$ cat config.mk
export PLATFORM = sky130hd
export DESIGN_NAME = pc_gen_ras
export DESIGN_NICKNAME = d
export VERILOG_FILES = /design/src/rtl/pc_gen_ras.sv
export SDC_FILE = /design/constraint.sdc
export NUM_CORES = 1
export LEC_CHECK = 0
export CORE_AREA = 3 3 130 132
export DETAILED_ROUTE_END_ITERATION = 8
export DIE_AREA = 0 0 133 135
export PLACE_DENSITY = 0.8
export SLEW_MARGIN = 15
export SYNTH_ARGS = -nofsm -noshare
export SYNTH_HDL_FRONTEND = slang
export SYNTH_SLANG_ARGS = --single-unit
$ cat constraint.sdc
create_clock -name clk -period 4.42 [get_ports clk]
set_input_delay 1.105 -clock clk [delete_from_list [all_inputs] [get_ports clk]]
set_output_delay 1.105 -clock clk [all_outputs]
set_load 0.05 [all_outputs]
$ cat src/rtl/pc_gen_ras.sv
// pc_gen_ras: fetch PC generator with fixed-priority next-PC select and a circular return-address stack
module pc_gen_ras #(
    parameter int                    DATA_WIDTH   = 32,
    parameter logic [DATA_WIDTH-1:0] RESET_VECTOR = '0,
    parameter int                    INSTR_BYTES  = 4,
    parameter int                    RAS_DEPTH    = 4
) (
    input  logic                          clk,
    input  logic                          rst_n,
    input  logic                          stall,
    input  logic                          redirect_valid,
    input  logic [DATA_WIDTH-1:0]         redirect_target,
    input  logic                          trap_valid,
    input  logic [DATA_WIDTH-1:0]         trap_vector,
    input  logic                          pred_call,
    input  logic [DATA_WIDTH-1:0]         pred_call_target,
    input  logic                          pred_ret,
    output logic [DATA_WIDTH-1:0]         pc,
    output logic [DATA_WIDTH-1:0]         pc_plus,
    output logic                          pc_valid,
    output logic [$clog2(RAS_DEPTH):0]    ras_count,
    output logic                          ras_empty
);
    localparam int PW = $clog2(RAS_DEPTH);
    localparam int CW = PW + 1;

    logic [DATA_WIDTH-1:0] ras [RAS_DEPTH];
    logic [PW-1:0]         tp;
    logic [PW-1:0]         tp_top;
    logic [DATA_WIDTH-1:0] top;
    logic [DATA_WIDTH-1:0] pc_nxt;
    logic                  act;
    logic                  do_call;
    logic                  do_ret;

    assign pc_plus   = pc + DATA_WIDTH'(INSTR_BYTES);
    assign ras_empty = ras_count == '0;
    // tp points at the next free slot; the top entry sits just below it
    assign tp_top    = tp - 1'b1;
    assign top       = ras[tp_top];
    assign act       = pc_valid && !trap_valid && !redirect_valid && !stall;
    assign do_call   = act && pred_call;
    assign do_ret    = act && pred_ret && !ras_empty;

    always_comb
        pc_nxt = !pc_valid      ? pc :
                 trap_valid     ? trap_vector :
                 redirect_valid ? redirect_target :
                 stall          ? pc :
                 do_ret         ? top :
                 pred_call      ? pred_call_target : pc_plus;

    always_ff @(posedge clk or negedge rst_n)
        if (!rst_n) begin
            pc        <= RESET_VECTOR;
            pc_valid  <= 1'b0;
            tp        <= '0;
            ras_count <= '0;
        end else begin
            pc       <= pc_nxt;
            pc_valid <= 1'b1;
            if (pc_valid && trap_valid) begin
                tp        <= '0;
                ras_count <= '0;
            end else if (do_call && !do_ret) begin
                tp        <= tp + 1'b1;
                ras_count <= ras_count == CW'(RAS_DEPTH) ? ras_count : ras_count + 1'b1;
            end else if (do_ret && !do_call) begin
                tp        <= tp_top;
                ras_count <= ras_count - 1'b1;
            end
        end

    // a call with a simultaneous return overwrites the top in place
    always_ff @(posedge clk)
        if (do_call)
            ras[do_ret ? tp_top : tp] <= pc_plus;
endmodule

==> run metrics, run 1 <==
GRT Total Usage 30.0%; gpl congestion 0.942; Leak 3.78 nW; io pins 172; register bit count reported by yosys 166; CP Max Fanout 8; status finished clean; critical path required time 3310 ps; Synth cell types 68; Reg clk slew, reported paths 60 ps; drt first pass iters 6; CTS tree built; Cells after Synth 635; Mapped Area 0.00822 mm²; type of the worst min-delay path flop to flop; unrepaired setup endpoints after global routing no; delay-heaviest family, CP buffers and inverters; die span in x 133 µm; Final Max Tran Viols 0; WHS 599 ps; critical path class flop to primary output; Max rail drop VDD 0.297 mV; # hold bufs at CTS 0; DR vias 6816; Ant. Diodes 0; global-route wire length before repair 40500 µm; Placeable Area 0.0158 mm²; Root Buffer clkbuf_16; leading area contributor after synthesis edfxtp_1; vias in the first global route 6954; buffers and inverters on the worst path 1; Design Power 4.54 mW; initial antenna violation count 0; largest cells by area after synthesis edfxtp_1 (47%), dfrtp_1 (12%), mux4_2 (8.8%), nor3_1 (1.7%), nand2_1 (1.6%); yosys warns 0; CTS sink cnt 166; Clock Skews 7.40 ps; Worst EP arrival 3060 ps; final hold violations 0; DP Wirelength 18400 µm; vias per cell 6.56; mean post-synth cell area 12.9 µm²; CTS Buf Count 17; deepest clock path buffer count 2; CP endpoint kind primary output; r2r startpoint tp[1]; Routed Antenna Nets 0; critical path's largest stage delay 900 ps; cell with the most instances after synthesis edfxtp_1; Period Utilization, post-route 94.1%; Seq/Total Area, Yosys 58.3%; worst slew pin tran 992 ps; most instantiated cells after synthesis edfxtp_1 (128), dfrtp_1 (38), nand2_1 (35), mux4_2 (32), nor2_1 (29); grt total ovfl 0; Die Area 0.0180 mm²; Period minus WS final 4160 ps; CP Launch Type flop; Primary FF master, synth edfxtp_1; clk_lat worst skew 440 ps; Post-synth EDFFs 128; Die H 135 µm; routed len/inst 25.6 µm; layout cells sized above 1 15.7%; maxcap violations 0; Initial Util 51.9%; post-synth top area share 46.8%; Setup TNS Final 0 ps; WL final 26600 µm; DRT iter0 DRCs 765; num rows 46; Port Buffers 171; launch point of the worst path pc[2]; min-delay src pc[0]; Max-slew headroom 33.9%; syn_nets 740; Residual DRC 0; Synth-to-Final Area Change 32.9%; crit path max-delay cell type clkdlybuf4s50_1; maximum number of pins on one net before global-route repair 39; nets 915; FMAX 240 MHz; sequence of cells on the critical path and4_1 > nand3_1 > nor2_1 > xor2_1 > clkdlybuf4s50_1; PD cells 416 mW/mm²; H-tree depth 4; Setup-failing EPs final 0; FFs w/ async S/R, synth 22.9%
[layer usage]
metal  track usage (%)  vias up  share of wire (%)
li1                  -     2879                  -
met1              39.3     3354                 37
met2              46.9      507                 47
met3              9.09       76                 12
met4              12.9        0                3.4
met5                 0        -                  0
[flip-flops by register name, summed over array words and instances (netlist names)]
signal	count
ras	128
pc	32
ras_count	3
tp	2
pc_valid	1
[stage by stage]
| stage | utilization (%) | instances | worst slack, ps | instance area [µm²] |
|---|---|---|---|---|
| final | 69.0 | 1039 | 260 | 10900 |
| after floorplan | - | 635 | 337 | 8220 |
| after global routing | 69.0 | 1039 | 134 | 10900 |
| after global placement | 65.1 | 1007 | 565 | 10300 |
| after CTS | 68.9 | 1039 | 14.7 | 10900 |
| after detailed placement | 65.1 | 1007 | 498 | 10300 |
[worst reg2reg max path, delay by kind of cell (launching register included)]
| kind | cells | cell delay, ps |
|---|---|---|
| DFF | 1 | 850 |
| AOI/OAI and AO/OA | 1 | 100 |
| buffers and inverters | 3 | 800 |
| and+or+nand+nor | 2 | 690 |
[final cells by class]
cell class / count / area [µm²]
multi-input combinational: 407 / 3190
fill: 1096 / 4900
sequential: 166 / 4800
inverter: 11 / 41.3
tap: 216 / 270
timing repair buffer: 207 / 2010
clock inverter: 14 / 181
clock buffer: 18 / 429
[power breakdown]
group / internal [mW] / total (mW) / switching [mW] / leakage [nW]
combinational: 0.402 / 1.10 / 0.696 / 1.88
sequential: 1.78 / 1.89 / 0.112 / 1.61
clock: 0.939 / 1.55 / 0.609 / 0.290
[layout by cell type, fill, tap and decap left out, types with 7 or more instances in the layout]
cell type	instances
clkdlybuf4s50_1	157
edfxtp_1	128
buf_4	40
dfrtp_1	37
nand2_1	35
mux4_2	32
nor3_1	28
nor2_1	26
o21ai_0	26
a21oi_1	24
nand3_1	21
clkbuf_16	17
xnor2_1	13
inv_1	11
a221oi_1	11
or2_2	10
nand4_1	9
nand2b_1	9
or3_1	9
a22oi_1	9
nor4_1	7
xor2_1	7
o21a_1	7
a31oi_1	7
mux2i_1	7
a311oi_1	7
[final timing paths]
path | end | slack (ps) | cells past startpoint
setup / recovery | pc_plus[17] | 260 | 5
hold / removal | ras[3][0] | 600 | 0
setup reg to reg | ras[1][2] | 1670 | 6
hold reg to reg | ras[3][0] | 600 | 0
max in group asynchronous | tp[0] | 2920 | 1
min in group asynchronous | pc[26] | 830 | 1
[kinds of logic after synthesis]
| group | after synthesis | share of synthesized area (%) |
|---|---|---|
| simple gates | 185 | 12.2 |
| flops | 166 | 58.3 |
| compound gates | 159 | 13.9 |
| buf+inv | 62 | 3.29 |
| mux | 40 | 9.76 |
| xor+xnor | 20 | 2.13 |
| fa+ha+maj | 2 | 0.304 |
| other cells | 1 | 0.0456 |
[repair_timing]
action / 4_1_cts / 5_1_grt
setup buffers: 0 / 0
gates resized for setup: 0 / 6
setup endpoints to repair: 0 / 6
Power figures use the tool's default switching activity.
==> run 2, diff against run 1 <==
CAP_MARGIN = 20   (was not set)
GPL_ROUTABILITY_DRIVEN = 1   (was not set)
==> results of run 2 <==
Final layout, timing and power as in run 1 (identical DEF).
